[src/rtl/tdot_pkg.sv]
// Shared types and sizing for the tdot loader: element width, lane count,
// lane index type and the FILL/FULL state encoding.
package tdot_pkg;
  localparam int unsigned W       = 8;
  localparam int unsigned LANES   = 3;
  localparam int unsigned LANE_IW = (LANES > 1) ? $clog2(LANES) : 1;

  typedef logic signed [W-1:0] elem_t;
  typedef logic [LANE_IW-1:0]  lane_idx_t;

  typedef enum logic {FILL, FULL} state_t;
endpackage

[src/rtl/tdot_lane_buf.sv]
// LANES x W lane register file; one lane written per enable, with an optional
// clear of every other lane so a fresh group never inherits stale data.
module tdot_lane_buf
  import tdot_pkg::*;
(
  input  logic               clock,
  input  logic               reset,
  input  logic               we,
  input  logic               clr,
  input  lane_idx_t          idx,
  input  logic [W-1:0]       d,
  output logic [LANES*W-1:0] q
);

  always_ff @(posedge clock) begin
    if (reset) begin
      q <= '0;
    end else if (we) begin
      for (int unsigned k = 0; k < LANES; k++) begin
        if (k == 32'(idx))
          q[k*W +: W] <= d;
        else if (clr)
          q[k*W +: W] <= '0;
      end
    end
  end

endmodule

[src/rtl/tdot_loader.sv]
// Packs a serial stream of (a,b) pairs plus a bias into parallel lanes for the
// tdot datapath; short groups closed by in_last are zero-padded.
module tdot_loader
  import tdot_pkg::*;
(
  input  logic               clock,
  input  logic               reset,
  input  logic               in_valid,
  output logic               in_ready,
  input  logic [W-1:0]       in_a,
  input  logic [W-1:0]       in_b,
  input  logic [W-1:0]       in_c,
  input  logic               in_last,
  output logic [LANES*W-1:0] out_a,
  output logic [LANES*W-1:0] out_b,
  output logic [W-1:0]       out_c,
  output logic               out_valid,
  input  logic               out_ready,
  output logic               en,
  output logic [31:0]        groups
);

  localparam lane_idx_t LAST = lane_idx_t'(LANES - 1);

  state_t    state, state_nx;
  lane_idx_t idx;
  logic      in_fire;
  logic      first;
  logic      complete;

  assign in_fire  = in_valid & in_ready;
  assign first    = (idx == '0);
  assign complete = in_fire & ((idx == LAST) | in_last);

  always_ff @(posedge clock) begin
    if (reset) state <= FILL;
    else       state <= state_nx;
  end

  // A completing pair takes priority so a same-cycle consume keeps out_valid high.
  always_comb begin
    state_nx = state;
    if (complete)
      state_nx = FULL;
    else if (en)
      state_nx = FILL;
  end

  always_comb begin
    out_valid = (state == FULL);
    in_ready  = ~out_valid | out_ready;
    en        = out_valid & out_ready;
  end

  always_ff @(posedge clock) begin
    if (reset) begin
      idx    <= '0;
      out_c  <= '0;
      groups <= '0;
    end else begin
      if (in_fire) begin
        idx <= complete ? '0 : idx + lane_idx_t'(1);
        if (first)
          out_c <= in_c;
      end
      if (en)
        groups <= groups + 32'd1;
    end
  end

  tdot_lane_buf u_buf_a (
    .clock (clock),
    .reset (reset),
    .we    (in_fire),
    .clr   (first),
    .idx   (idx),
    .d     (in_a),
    .q     (out_a)
  );

  tdot_lane_buf u_buf_b (
    .clock (clock),
    .reset (reset),
    .we    (in_fire),
    .clr   (first),
    .idx   (idx),
    .d     (in_b),
    .q     (out_b)
  );

endmodule

[config.mk]
export PLATFORM = sky130hd
export DESIGN_NAME = tdot_loader
export DESIGN_NICKNAME = d
export VERILOG_FILES = /design/src/rtl/tdot_pkg.sv /design/src/rtl/tdot_lane_buf.sv /design/src/rtl/tdot_loader.sv
export SDC_FILE = /design/constraint.sdc
export NUM_CORES = 1
export LEC_CHECK = 0
export CORE_AREA = 2 2 99 101
export DETAILED_ROUTE_END_ITERATION = 7
export DIE_AREA = 0 0 101 103
export PLACE_DENSITY = 0.81
export SLEW_MARGIN = 10
export SYNTH_ARGS = -nofsm -noshare
export SYNTH_HDL_FRONTEND = slang
export SYNTH_SLANG_ARGS = --single-unit
export TNS_END_PERCENT = 100
[constraint.sdc]
create_clock -name clock -period 3.4 [get_ports clock]
set_input_delay 0.85 -clock clock [delete_from_list [all_inputs] [get_ports clock]]
set_output_delay 0.85 -clock clock [all_outputs]
set_load 0.01 [all_outputs]
## After elaboration in Yosys (flattened, before gate mapping)

Cells that the tools add are included.

- Flip-flop bits (word level): 91
- Input port bits: 29
- Output and inout bits: 91
- Logic and storage cells: 36

- Add/subtract/negate cells: 2
- Equality and inequality tests: 3
- Multiplexer cells: 8
- Bitwise logic cells: 6
- Reductions and logical operators: 7

Operator list:

| operator | count |
|---|---|
| 8-bit two-way mux | 5 |
| 32-bit by 1-bit adder with 32-bit output (second input constant) | 1 |
| 2-bit AND reduction | 3 |
| 2-bit nonzero test | 3 |
| 1-bit AND | 3 |
| 2-bit by 1-bit adder with 2-bit output (second input constant) | 1 |
| 1-bit by 2-bit equality test with 1-bit output (first input constant) | 1 |
| 2-bit equality test (first input constant) | 1 |
| 2-bit equality test (second input constant) | 1 |
| 2-bit logical NOT | 1 |
| 1-bit two-way mux | 2 |
| 2-bit two-way mux | 1 |
| 1-bit OR | 2 |
| 1-bit NOT | 1 |

## Logic depth before layout (Yosys ltp)

- Depth after elaboration: 5
- Mapped depth: 7
- Gate-level depth less buffers: 5

## By module

Synthesis repeated with hierarchy kept, for this count alone.

- Cell total of the unflattened synthesis: 418
- Area total of the unflattened synthesis: 3706.1 um^2

By module, submodules not included:

| module | instances | cells an instance | area each (um^2) | sequential area each (um^2) |
|---|---|---|---|---|
| tdot_loader | 1 | 230 | 1956.9 | 860.8 |
| tdot_lane_buf | 2 | 94 | 874.6 | 480.5 |

## Worst setup path after synthesis

OpenSTA, ideal clock, no wires.

- Path type: input port to flip-flop
- Start: in out_ready
- End: reg u_buf_a.q[16]
- Library setup time: 0.065 ns
- Data arrival time: 2.141 ns
- Data required time: 3.335 ns
- Path slack: 1.194 ns
- Stages on the path: 7
- Path buffers: 3
- Cell sequence: nand2b_1 > clkbuf_1 > and3_1 > clkbuf_1 > clkbuf_1 > a22oi_1 > nor2_1

- Cells in the longest elaborated chain, start to end: 3

Ends and longest elaborated chain:

| what | line | RTL |
|---|---|---|
| start, declared | tdot_loader.sv:18 | `input logic out_ready,` |
| 1-bit OR | tdot_loader.sv:51 | `in_ready = ~out_valid \| out_ready;` |
| named net in_ready | tdot_loader.sv:9 | `output logic in_ready,` |
| 1-bit AND | tdot_loader.sv:31 | `assign in_fire = in_valid & in_ready;` |
| 2-bit AND reduction (no line) | -- |  |
| end signal, assigned | tdot_lane_buf.sv:17 | `q <= '0;` |
| end signal, assigned by index | tdot_lane_buf.sv:21 | `q[k*W +: W] <= d;` |
| end signal, assigned by index | tdot_lane_buf.sv:23 | `q[k*W +: W] <= '0;` |
| end, declared | tdot_lane_buf.sv:12 | `output logic [LANES*W-1:0] q` |

The timed path passes the listed nets, and every way through them passes these cells.
A chain may end at the register's enable or synchronous reset.

## Worst setup path after layout

- Start: in out_ready
- End: out en

- Cells in the longest elaborated chain, start to end: 1

Ends and longest elaborated chain:

| what | line | RTL |
|---|---|---|
| 1-bit AND | tdot_loader.sv:52 | `en = out_valid & out_ready;` |
| end, declared | tdot_loader.sv:19 | `output logic en,` |

No other way between the ends.

==> flow_metrics.env <==
export IMPL_period_minus_slack_ns=3.07
export IMPL_vias_per_cell=5.30
export IMPL_htree_levels=3
export IMPL_wl_per_cell_um=15.3
export IMPL_crit_slowest_cell="clkdlybuf4s50_1"
export IMPL_synth_edf_count=0
export IMPL_ys_flop_type="dfxtp_1"
export IMPL_dp_slack_ns=0.312
export IMPL_worstPathMaxFanout=5
export IMPL_area_growth_pct=39.8
export IMPL_setup_viol=0
export IMPL_rows=36
export IMPL_cp_required_ns=2.55
export IMPL_start_util=0.384
export IMPL_p_switching_mw=0.542
export IMPL_internal_power_mw=1.57
export IMPL_pin_count=120
export IMPL_setup_tns_ns=0
export IMPL_async_flop_share=0
export IMPL_period_share=0.904
export IMPL_synthesis_nets=454
export IMPL_holdWs_ns=0.459
export IMPL_die_h_um=103
export IMPL_path_clk_slew_ns=0.10
export IMPL_grt_usage=0.189
export IMPL_finalHoldViolCount=0
export IMPL_yosys_area_top_type="dfxtp_1"
export IMPL_num_vias=3431
export IMPL_grt_antenna_before_repair=0
export IMPL_rsz0062_at_grt="no"
export IMPL_drv_slew=0
export IMPL_post_cts_resized=0
export IMPL_p_leak_nw=1.75
export IMPL_worst_pin_slew_ns=0.654
export IMPL_dp_final_hpwl_mm=6.82
export IMPL_worst_slack_ns=0.326
export IMPL_sw_frac_of_total=0.257
export IMPL_grt_max_degree=62
export IMPL_hold_class="reg -> reg"
export IMPL_nets=561
export IMPL_worstPathArrival_ns=2.22
export IMPL_syn_area_per_cell_um2=8.63
export IMPL_cp_start_kind="input port"
export IMPL_post_route_util=0.537
export IMPL_grt_busiest_layer="met2"
export IMPL_synth_cells=421
export IMPL_drc=0
export IMPL_status="finished, final reports clean"
export IMPL_drt_iter0_markers=183
export IMPL_clkLatencyLatePin_ns=0.37
export IMPL_dieArea_um2=10400
export IMPL_fmax_ghz=0.325
export IMPL_power_density_nw_per_um2=415
export IMPL_combPwrFrac=0.098
export IMPL_synth_top_area_share=0.501
export IMPL_ctsHoldBuffers=0
export IMPL_cts_tree="built"
export IMPL_grt_ovfl_total=0
export IMPL_ir_worst_vdd_mv=0.264
export IMPL_grt_pass1_wl_mm=15.5
export IMPL_skew_ns=0.00934
export IMPL_finalPower_mw=2.11
export IMPL_endpoint_kind="output port"
export IMPL_cp_cell_sequence="clkdlybuf4s50_1 > and2_1 > clkdlybuf4s50_1"
export IMPL_core_area_um2=9460
export IMPL_cts_max_path_buffers=2
export IMPL_yosysWarnings=0
export IMPL_use_met1=0.233
export IMPL_use_met3=0.0502
export IMPL_drtAntennaViolNets=0
export IMPL_gp_congestion=0.777
export IMPL_cts_sinks=91
export IMPL_grt_pass1_vias=3265
export IMPL_critPathKind="in -> out"
export IMPL_synth_area_top_cells="dfxtp_1, nand2_1, a22oi_1, a21oi_1, nor2_1"
export IMPL_wl_mm=9.90
export IMPL_cts_made_buffers=9
export IMPL_drive_above_1_share=0.0582
export IMPL_synth_seq_cells=91
export IMPL_synth_area_um2=3630
export IMPL_firstDrtPassIters=4
export IMPL_yosysSeqAreaShare=0.501
export IMPL_use_met2=0.306
export IMPL_cts_setup_buffers=0
export IMPL_crit_top_cell="clkdlybuf4s50_1"
export IMPL_maxCapViolations=0
export IMPL_max_stage_delay_ns=0.58
export IMPL_die_w_um=101
export IMPL_relSlewSlack=0.564
export IMPL_power_share_clock=0.377
export IMPL_synthDistinctLibCells=34
export IMPL_port_buffer_count=119
export IMPL_root_buffer="clkbuf_8"
export IMPL_diodes=0
export IMPL_pwr_share_seq=0.524
-- layout make-up --
cell class | instances | area [um2]
fillers | 857 | 4380
flip-flops and latches | 91 | 1820
multi-input cells | 296 | 1650
repair buffers | 125 | 1230
well taps | 114 | 143
clock buffers | 10 | 138
clock inverters | 6 | 76.3
inverters | 5 | 18.8
-- stage by stage --
step | cell area [um2] | std cells
6_report | 5080 | 647
2_1_floorplan | 3630 | 421
3_5_place_dp | 4870 | 631
5_1_grt | 5080 | 647
3_3_place_gp | 4870 | 631
4_1_cts | 5080 | 647
-- synthesized netlist by cell type (6+ instances only) --
master    number
a22oi_1       32
or4_1         12
and3_1         7
xor2_1         8
a21oi_1       43
clkbuf_1      23
o21ai_0        8
dfxtp_1       91
or3_1          6
nand3_1       11
nand4_1       11
nor2_1        47
o31ai_1       11
nand2_1       68
-- registers in the layout, indices dropped and copies added, names as in the netlist --
| name | flops |
|---|---|
| out_valid | 1 |
| u_buf_b.q | 24 |
| u_buf_a.q | 24 |
| idx | 2 |
| out_c | 8 |
| groups | 32 |
-- placed cells by master (no fill, tap or decap), drive strengths merged, types with 10 or more instances in the layout --
master,count
nand2,68
clkbuf,10
nor2,47
dfxtp,91
o31ai,11
or4,15
nand3,12
a22oi,32
clkdlybuf4s50,118
inv,10
a21oi,43
nand4,12
-- power groups by stage --
| stage | clock, mW | sequential [mW] | combinational (mW) |
|---|---|---|---|
| 2_1_floorplan | 0 | 1.14 | 0.0811 |
| 3_3_place_gp | 0 | 1.13 | 0.201 |
| 3_5_place_dp | 0 | 1.13 | 0.206 |
| 4_1_cts | 0.815 | 1.11 | 0.208 |
| 5_1_grt | 0.855 | 1.11 | 0.225 |
| 6_report | 0.795 | 1.11 | 0.207 |
-- per-layer routing --
metal  part of all wire  wire [um]  vias up
met5                  0          0        -
met4              0.027        271        0
li1                   -          -     1701
met3              0.048        473       20
met1               0.44       4370     1628
met2               0.48       4790       82
-- worst max-delay path: cells and delay by family --
family,cells,cell delay [ns]
buffers and inverters,2,1.11
and+or+nand+nor,1,0.26
-- final timing paths --
kind / to / startpoint / slack (ns) / cells after the start
worst max-delay path: en / out_ready / 0.33 / 3
worst min-delay path: u_buf_a.q[3] / u_buf_a.q[3] / 0.46 / 2
worst min register to register: u_buf_a.q[3] / u_buf_a.q[3] / 0.46 / 2
worst max register to register: groups[17] / out_valid / 1.27 / 4
-- cell families (layout without fill, tap and decap cells) --
family	count (synthesis)	after routing	share of synthesized area
fa+ha+maj	4	4	0.0138
flops	91	91	0.501
mux	3	3	0.00895
xor+xnor	11	11	0.0265
buf+inv	34	146	0.0437
simple gates	182	182	0.243
compound gates	96	96	0.163
No activity file was read; power rests on OpenSTA's default activity.
